### src/rtl/seg_scan_ctrl.sv
// Time-multiplexed scan controller for a shared 4511-style BCD-to-7-segment decoder.
// Sequences digit drive with dead time, double-buffers the value, and applies LZB and lamp test.
module seg_scan_ctrl #(
  parameter int NUM_DIGITS   = 4,
  parameter int SLOT_CYCLES  = 1000,
  parameter int BLANK_CYCLES = 2
) (
  input  logic                    clk,
  input  logic                    rst_n,
  input  logic [4*NUM_DIGITS-1:0] bcd_in,
  input  logic                    load,
  input  logic                    lzb_en,
  input  logic                    lamp_test,
  input  logic                    blank,
  output logic [3:0]              dec_D,
  output logic                    dec_LE,
  output logic                    dec_BL,
  output logic                    dec_LT,
  output logic [NUM_DIGITS-1:0]   digit_en,
  output logic                    frame_done,
  output logic                    bcd_err
);

  localparam int CNT_W = $clog2(SLOT_CYCLES);
  localparam int IDX_W = $clog2(NUM_DIGITS);

  typedef enum logic {ST_BLANK, ST_SHOW} state_t;

  state_t                       state_q, state_d;
  logic [CNT_W-1:0]             cnt_q, cnt_d;
  logic [IDX_W-1:0]             idx_q, idx_d;
  logic                         slot_end, frame_end;

  logic [NUM_DIGITS-1:0][3:0]   shadow_q, active_q;
  logic                         pending_q, lt_frame_q;
  logic [NUM_DIGITS-1:0]        lz_tail;
  logic [3:0]                   nib;

  logic [NUM_DIGITS-1:0]        digit_en_d;
  logic [3:0]                   dec_D_d;
  logic                         dec_BL_d, dec_LT_d, frame_done_d, bcd_err_d;

  // The latch-enable is tied low so the decoder stays transparent.
  assign dec_LE = 1'b0;

  // lz_tail[k] is set when nibbles k..NUM_DIGITS-1 of the displayed value are all zero.
  always_comb begin
    for (int k = 0; k < NUM_DIGITS; k++) begin
      lz_tail[k] = 1'b1;
      for (int j = k; j < NUM_DIGITS; j++) begin
        if (active_q[j] != 4'd0) lz_tail[k] = 1'b0;
      end
    end
  end

  // NOTE: every signal gets a default at the top of the block so no path leaves it
  // unassigned; a missing default here would infer a latch.
  always_comb begin
    slot_end     = (cnt_q == CNT_W'(SLOT_CYCLES - 1));
    frame_end    = slot_end && (idx_q == IDX_W'(NUM_DIGITS - 1));
    cnt_d        = slot_end ? '0 : cnt_q + 1'b1;
    idx_d        = idx_q;
    if (slot_end) idx_d = frame_end ? '0 : idx_q + 1'b1;
    state_d      = (cnt_d < CNT_W'(BLANK_CYCLES)) ? ST_BLANK : ST_SHOW;

    nib          = active_q[idx_q];
    digit_en_d   = '0;
    dec_D_d      = nib;
    dec_BL_d     = 1'b0;
    dec_LT_d     = 1'b1;
    frame_done_d = frame_end;
    bcd_err_d    = 1'b0;

    if (state_q == ST_SHOW) begin
      digit_en_d = NUM_DIGITS'(1) << idx_q;
      bcd_err_d  = (cnt_q == CNT_W'(BLANK_CYCLES)) && (nib > 4'd9);
      if (lt_frame_q) begin
        dec_LT_d = 1'b0;
        dec_BL_d = 1'b1;
      end else begin
        dec_BL_d = !(blank || (lzb_en && (idx_q != '0) && lz_tail[idx_q]));
      end
    end
  end

  // NOTE: sequential state uses non-blocking assignments so every register samples
  // the pre-edge values, independent of statement order.
  always_ff @(posedge clk or negedge rst_n) begin
    if (!rst_n) begin
      cnt_q   <= '0;
      idx_q   <= '0;
      state_q <= ST_BLANK;
    end else begin
      cnt_q   <= cnt_d;
      idx_q   <= idx_d;
      state_q <= state_d;
    end
  end

  always_ff @(posedge clk or negedge rst_n) begin
    if (!rst_n) begin
      digit_en   <= '0;
      dec_D      <= 4'd0;
      dec_BL     <= 1'b0;
      dec_LT     <= 1'b1;
      frame_done <= 1'b0;
      bcd_err    <= 1'b0;
    end else begin
      digit_en   <= digit_en_d;
      dec_D      <= dec_D_d;
      dec_BL     <= dec_BL_d;
      dec_LT     <= dec_LT_d;
      frame_done <= frame_done_d;
      bcd_err    <= bcd_err_d;
    end
  end

  // NOTE: the value buffers are plain registers, not RAM, and must come up cleared,
  // so they sit inside the reset branch.
  always_ff @(posedge clk or negedge rst_n) begin
    if (!rst_n) begin
      shadow_q   <= '0;
      active_q   <= '0;
      pending_q  <= 1'b0;
      lt_frame_q <= 1'b0;
    end else begin
      if (load) shadow_q <= bcd_in;
      if (frame_end && pending_q) active_q <= shadow_q;
      // A load on the boundary cycle re-arms pending for the next boundary.
      if (load)           pending_q <= 1'b1;
      else if (frame_end) pending_q <= 1'b0;
      if ((cnt_q == '0) && (idx_q == '0)) lt_frame_q <= lamp_test;
    end
  end

endmodule
### config.mk
export PLATFORM = sky130hd
export DESIGN_NAME = seg_scan_ctrl
export DESIGN_NICKNAME = d
export VERILOG_FILES = /design/src/rtl/seg_scan_ctrl.sv
export SDC_FILE = /design/constraint.sdc
export NUM_CORES = 1
export LEC_CHECK = 0
export ABC_AREA = 1
export BUFFER_PORTS_ARGS = -buffer_cell sky130_fd_sc_hd__buf_4
export CAP_MARGIN = 15
export CELL_PAD_IN_SITES_DETAIL_PLACEMENT = 1
export CELL_PAD_IN_SITES_GLOBAL_PLACEMENT = 1
export CORE_MARGIN = 2
export CORE_UTILIZATION = 41
export DETAILED_ROUTE_END_ITERATION = 16
export MAX_ROUTING_LAYER = met4
export PLACE_DENSITY_LB_ADDON = 0.1
export SETUP_SLACK_MARGIN = 0.4
export SYNTH_ARGS = -nofsm -noshare
export SYNTH_HDL_FRONTEND = slang
export SYNTH_SLANG_ARGS = --single-unit
### constraint.sdc
create_clock -name clk -period 1.9 [get_ports clk]
set_input_delay 0.475 -clock clk [delete_from_list [all_inputs] [get_ports clk]]
set_output_delay 0.475 -clock clk [all_outputs]
set_load 0.005 [all_outputs]
======== After elaboration in Yosys (flattened, before gate mapping) ========
Cells that the tools add are included.
cells by class
  equal/unequal tests ..................... 3
  mux-type cells .......................... 25
  add/sub/neg operators ................... 2
  reductions and logical operators ........ 16
  order comparisons ....................... 3
  shifts and indexed selects .............. 1
operator list
  operator                                              number
  2-to-1 mux 1 bit                                      19
  nonzero test 4 bit                                    4
  adder 10 x 1 -> 10 bit, second input constant         1
  == test 10 bit, second input constant                 1
  == test 10 x 2 -> 1 bit, second input constant        1
  zero test 10 bit                                      1
  < comparator 10 x 2 -> 1 bit, second input constant   1
  2-to-1 mux 10 bit                                     1
  binary-select mux 4 bit (select 2 bit)                1
  2-to-1 mux 4 bit                                      2
  logical AND 1 bit                                     6
  greater-than comparator 4 bit, second input constant  1
  nonzero test 2 bit                                    2
  left shift 1 x 2 -> 4 bit, first input constant       1
  < comparator 2 x 3 -> 1 bit, second input constant    1
  adder 2 x 1 -> 2 bit, second input constant           1
  binary-select mux 1 bit (select 2 bit)                1
  == test 2 bit, second input constant                  1
  zero test 2 bit                                       1
  2-to-1 mux 2 bit                                      1
  zero test 1 bit                                       1
  logical OR 1 bit                                      1
storage, ports and cells
  register bits ........................... 59
  input port bits ......................... 22

======== Longest topological paths before layout ========
Gate-level depths: netlist of the first run.
  depth after elaboration ................. 12
  gate-level depth with buffers ........... 10
  mapped depth without buffers ............ 10

======== Worst setup path after synthesis of the first run ========
Ideal clock, no wire load.
  path kind ............................... register to register
  from .................................... reg cnt_q[1]
  to ...................................... reg active_q[9] in the netlist's numbering
  arrival ................................. 1.352 ns
  data required time ...................... 1.783 ns
  clock period less this slack ............ 1.470 ns
  setup slack ............................. 0.430 ns
  cell stages (with the launch flop) ...... 10
  buffers on the path ..................... 1
  path through ............................ dfrtp_1 -> ha_1 -> nand2_1 -> inv_1 -> nand4_4 -> nor2_4 -> nand2_4 -> buf_6 -> nand2_1 -> o21ai_2
on the way
  longest elaborated chain between the ends .. 3
ends and longest elaborated chain
  what                    RTL line  RTL
  start, declared         30        logic [CNT_W-1:0] cnt_q, cnt_d;
  start signal, assigned  94        cnt_q <= cnt_d;
  == test 10 bit          59        slot_end = (cnt_q == CNT_W'(SLOT_CYCLES - 1));
  logical AND 1 bit       60        frame_end = slot_end && (idx_q == IDX_W'(NUM_DIGITS - 1));
  named net frame_done_d  41        logic dec_BL_d, dec_LT_d, frame_done_d, bcd_err_d;
  logical AND 1 bit       128       if (frame_end && pending_q) active_q <= shadow_q;
  end signal, assigned    128
  end, declared           34        logic [NUM_DIGITS-1:0][3:0] shadow_q, active_q;
The timed path passes the listed nets, and every way through them passes these cells.
A chain may end at the register's enable or synchronous reset.

======== Worst setup path after layout of the first run ========
  from .................................... reg idx_q[0]
  to ...................................... reg active_q[15] in the netlist's numbering
on the way
  longest elaborated chain between the ends .. 3
ends and longest elaborated chain
  what                    RTL line  RTL
  start, declared         31        logic [IDX_W-1:0] idx_q, idx_d;
  start signal, assigned  95        idx_q <= idx_d;
  == test 2 bit           60
  logical AND 1 bit       60
  named net frame_done_d  41
  logical AND 1 bit       128
The timed path passes the listed nets, and every way through them passes these cells.

==> results.cfg, run 1 <==
[status]
status = completed

[setup_path]
cp_max_fo = 8
crit_family = flip-flops
critical_path_class = register to register
cp.buffers_inverters = 3
r2r_setup_slack_ns = 0.42
max_stage_delay_ns = 0.40
critPathLaunchType = register
crit_slowest_cell = dfrtp_2
crit_chain = buf_4 -> ha_1 -> inv_1 -> nor2_4 -> buf_12 -> nand2_8 -> nand2_4 -> o21ai_2
crit_cells = 8
cp.required_ns = 2.13
cp.arrival_ns = 1.71
reg2reg_depth = 8
endpoint_kind = register

[drt]
vias = 2243
wl_per_cell_um = 14.4
drc = 0
finalWirelength_um = 6570
drtAntennaViolNets = 0
first_pass_iters = 4
viasPerCell = 4.93
drt_iter0_markers = 64

[global_routing]
grt_pass1_wl_um = 11100
globalRouteTotalUtil = 0.205
grt_overflow_total = 0
grt_pass1_vias = 2368
grt_max_degree = 34
antenna_found_initial = 0

[finish]
area_growth_pct = 31.7
drive_gt1_frac = 0.336
nets = 402
fillers = 755
final_util = 0.562
n_antenna_cell = 0

[sta]
tns_ns = 0
worst_slack_ns = 0.415
rsz0062_at_grt = yes
fin_worst_skew_ns = 0.00529
period_needed_ns = 1.48
drv_slew = 0
tightestPinTransition_ns = 0.627
slew_headroom = 0.582
setup_viol = 0
fmax_ghz = 0.673
finalHoldViolCount = 0
post-route-period-util = 0.782

[synth]
synth-main-ff-cell = dfrtp_1
synthDominantCellAreaShare = 0.533
synth-edff-count = 0
syn_inst = 313
synth-warning-count = 0
ys_types = 23
avgSynthCellArea_um2 = 8.71
synthTopCellsByArea = dfrtp_1, nand2_1, inv_1
syn_area_mm2 = 0.00273
async_flop_share = 1.00
yosysTopAreaCell = dfrtp_1
syn_nets = 342
ys_ff_latch = 59
seq_area_frac_synth = 0.542

[placed_design]
place_congestion = 0.749
port-buffer-count = 33
dp_hpwl_um = 4300
dp_slack_ns = 0.134

[pwr]
p_per_area_mw_per_mm2 = 786
p_total_mw = 2.82
max-vdd-ir-drop_v = 0.000437
p_leak_nw = 1.84

[die]
rows = 29
fp.dieH_um = 85.5
core_area_mm2 = 0.00639
die_w_um = 85.5
ios = 35
initial_utilization = 0.427
dieArea_mm2 = 0.00731

[cts]
cts_root_buf = clkbuf_8
postCtsHoldBufs = 0
cts_tree = built
cts.sinks = 59
worstSkewPairLatency_ns = 0.34
ctsHtreeMaxLevel = 3
cts_buffer_depth = 2
cts_buffers = 9
path_clk_slew_ns = 0.07

[min_path]
min_path_type = input port to async pin

[run]
drv_cap = 0
routing by layer:
layer,track usage,wire length [um]
met2,0.344,3510
met3,0.0414,214
met5,-,0
met1,0.239,2680
met4,0.0895,165
repair_timing:
item,CTS,global route
endpoints found under the setup margin,23,20
setup buffers,9,7
pin swaps,6,7
gates cloned,3,0
resized for setup,29,15
registers in the layout (all words and copies together) (netlist names), 2 cells and up:
register  cells
cnt_q        10
digit_en      4
idx_q         2
active_q     16
dec_D         4
shadow_q     16
area by class of cell:
type	count	area, um^2	area share
Clock inverter	4	97.6	0.0272
Tap cell	77	96.3	0.0268
Timing Repair Buffer	54	422	0.117
Clock buffer	12	145	0.0404
Multi-Input combinational cell	196	1140	0.319
Sequential cell	59	1480	0.413
Inverter	53	203	0.0565
path summary, 6_finish.rpt:
path / startpoint / end
min reg2reg: lt_frame_q / dec_LT
max: idx_q[0] / active_q[15]
max reg2reg: idx_q[0] / active_q[15]
max in group asynchronous: rst_n / dec_LT
min in group clk: bcd_in[13] / shadow_q[13]
min: rst_n / active_q[9]
report_power, final:
group	total [mW]	internal [mW]	switching, mW	leakage [nW]
logic	0.123	0.0491	0.0738	0.969
clock network	1.40	0.908	0.493	0.117
registers	1.30	1.29	0.00898	0.752
cell usage in the layout, fill, tap and decap left out, types with 3 or more instances in the layout:
| master | netlist | layout |
|---|---|---|
| nand2_1 | 75 | 57 |
| dfrtp_1 | 58 | 55 |
| buf_4 | 1 | 52 |
| inv_1 | 52 | 48 |
| nor2_1 | 31 | 28 |
| o21ai_0 | 28 | 27 |
| nand2_2 | 1 | 16 |
| o21ai_2 | 16 | 16 |
| nand3_1 | 11 | 10 |
| clkbuf_8 | 0 | 10 |
| a21oi_1 | 11 | 9 |
| nand4_1 | 5 | 5 |
| ha_1 | 7 | 5 |
| nand2_4 | 1 | 4 |
| inv_2 | 0 | 3 |
| nor2_2 | 0 | 3 |
| nand2_8 | 0 | 3 |
| bufinv_16 | 0 | 3 |
| dfrtp_2 | 0 | 3 |
logic make-up after synthesis:
group                      Yosys count  synth area share
adders and majority gates            7            0.0321
buffers and inverters               61            0.0937
other                                1           0.00138
AOI/OAI and AO/OA                   56             0.126
DFF                                 59             0.542
and+or+nand+nor                    129             0.205
Yosys cell counts (2+ instances only):
cell	number
o21ai_0	28
nand3_1	11
buf_6	3
nand4_1	5
ha_1	7
nor2_1	31
o21ai_2	16
nand2_1	75
inv_1	52
clkbuf_1	4
a21oi_1	11
nor2_4	2
dfrtp_1	58
stage by stage:
stage / area (um^2) / cells / hold WS (ns)
after floorplan: 2730 / 313 / 0.179
after global placement: 3050 / 420 / 0.430
after detailed placement: 3050 / 420 / 0.429
after CTS: 3490 / 448 / 0.0645
after global routing: 3590 / 455 / 0.0776
final: 3590 / 455 / 0.0590
(Power assumes the default switching activity.)
==> inputs of run 2 (changes only) <==
Clock period 1.9 ns to 1.4 ns, I/O delays scaled along.
==> results.cfg, run 2 (same netlist as run 1, synthesis figures left out) <==
[min_path]
hold-path-cell-count = 3
min_path_type = input port to register
hold_end = shadow_q[1]
min_from = bcd_in[1]

[sta]
drv_slew = 0
rsz0062_at_grt = yes
tightestPinTransition_ns = 0.504
worst_slack_ns = -0.231
tns_ns = -3.05
slew_headroom = 0.664
setup_viol = 24
finalHoldViolCount = 0
fin_worst_skew_ns = 0.0136
period_needed_ns = 1.63
fmax_ghz = 0.613
post-route-period-util = 1.17

[die]
initial_utilization = 0.427
dieArea_mm2 = 0.00731
rows = 29
fp.dieH_um = 85.5
core_area_mm2 = 0.00639
die_w_um = 85.5
ios = 35

[cts]
cts_tree = built
cts_root_buf = clkbuf_8
ctsHtreeMaxLevel = 3
cts_buffers = 9
worstSkewPairLatency_ns = 0.35
cts_buffer_depth = 2
cts.sinks = 59
path_clk_slew_ns = 0.07

[drt]
finalWirelength_um = 9750
drtAntennaViolNets = 0
viasPerCell = 5.24
drc = 0
wl_per_cell_um = 20.1
vias = 2535
first_pass_iters = 4
drt_iter0_markers = 112

[placed_design]
dp_slack_ns = -0.132
port-buffer-count = 33
dp_hpwl_um = 4690
place_congestion = 0.798

[finish]
drive_gt1_frac = 0.511
final_common_cell = dfrtp_1
nets = 432
fillers = 695
layout_common_cells = dfrtp_1, nand2_1, buf_4, inv_1, buf_6
top_regs = active_q x16, shadow_q x16, cnt_q x10
n_antenna_cell = 0
area_growth_pct = 54.1

[status]
failed_checks = negative setup slack
status = finished, violations left

[setup_path]
cp.required_ns = 1.63
cp.arrival_ns = 1.86
reg2reg_depth = 10
r2r_setup_slack_ns = -0.23
crit_family = simple AND/OR/NAND/NOR gates
endpoint_kind = register
cp.buffers_inverters = 2
worstReg2RegStart = cnt_q[1]
cp_max_fo = 3
crit_slowest_cell = dfrtp_1
critical_path_class = register to register
critPathLaunchType = register
rr_endpoint = state_q
crit_chain = ha_4 -> nand2_4 -> inv_4 -> buf_6 -> nand2_4 -> nor2_2 -> nand3b_1 -> nand2_1 -> nor2_1 -> nand2_1
max_stage_delay_ns = 0.43

[global_routing]
grt_overflow_total = 0
grt_pass1_wl_um = 12600
grt_pass1_vias = 2635
globalRouteTotalUtil = 0.234
grt_max_degree = 60
antenna_found_initial = 0

[pwr]
p_leak_nw = 2.03
p_per_area_mw_per_mm2 = 796
max-vdd-ir-drop_v = 0.000638

[run]
drv_cap = 0
## run 2: cell count changes in the layout (fill, tap and decap cells not counted), moves of 6 or more
cell,delta
buf_6,+36
buf_4,-10
nor2_1,-10
o21ai_0,-10
inv_1,-8
nand3_1,-8
o21ai_2,+8
a21oi_1,-7
ha_4,+7
nand3_2,+7
nand2_1,-6
nor2_4,+6
## run 2: report_power, final
part	internal [mW]	total [mW]	switching, mW
registers	1.75	1.77	0.0140
logic	0.0711	0.175	0.104
clock network	0.727	1.40	0.676
## run 2: worst max path at each step
stage,from,to,slack (ns),depth (start not counted)
after floorplan,cnt_q[1],active_q[3],-0.02,9
after global placement,cnt_q[1],active_q[15],-0.11,8
after detailed placement,cnt_q[1],active_q[10],-0.13,8
after CTS,cnt_q[1],active_q[8],-0.08,9
after global routing,cnt_q[1],state_q,-0.33,10
final,cnt_q[1],state_q,-0.23,10
## run 2: repair_timing
action                                  CTS  global route
buffers inserted                         10             8
hold buffers                              1             0
endpoints found under the setup margin   52            54
cloned                                    3             0
gates resized for setup                  88            67
hold endpoints to repair                 18             0
pin swaps                                17            23
## run 2: per-layer routing
layer	track usage	vias to the layer above	wire length [um]
li1	-	1152	-
met1	0.263	1278	3640
met2	0.402	65	5320
met3	0.0539	40	343
met4	0.0924	0	444
met5	-	-	0
## run 2: per-stage QoR
step                      utilization  hold WS, ns  instances  power, mW  area (um^2)
after floorplan                     -       0.0544        313       1.86         2760
after global placement          0.518        0.363        447       1.96         3310
after detailed placement        0.518        0.367        447       1.97         3310
after CTS                       0.613        0.204        476       3.35         3920
after global routing            0.658        0.222        484       3.48         4200
final                           0.658        0.213        484       3.34         4200
## run 2: final cells by class
| cell class | count | area (um^2) | share of cell area |
|---|---|---|---|
| tap | 77 | 96.3 | 0.0229 |
| clock inverter | 2 | 12.5 | 0.00298 |
| timing repair buffer | 84 | 817 | 0.195 |
| inverter | 53 | 216 | 0.0515 |
| sequential | 59 | 1480 | 0.353 |
| multi-input combinational | 196 | 1420 | 0.337 |
| clock buffer | 13 | 159 | 0.0378 |
## run 2: worst register-to-register path, cell delays in order, from the launching register on
cell and delay [ns]:
dfrtp_1 0.43, ha_4 0.18, nand2_4 0.06, inv_4 0.09, buf_6 0.12, nand2_4 0.05
nor2_2 0.13, nand3b_1 0.17, nand2_1 0.08, nor2_1 0.14, nand2_1 0.07
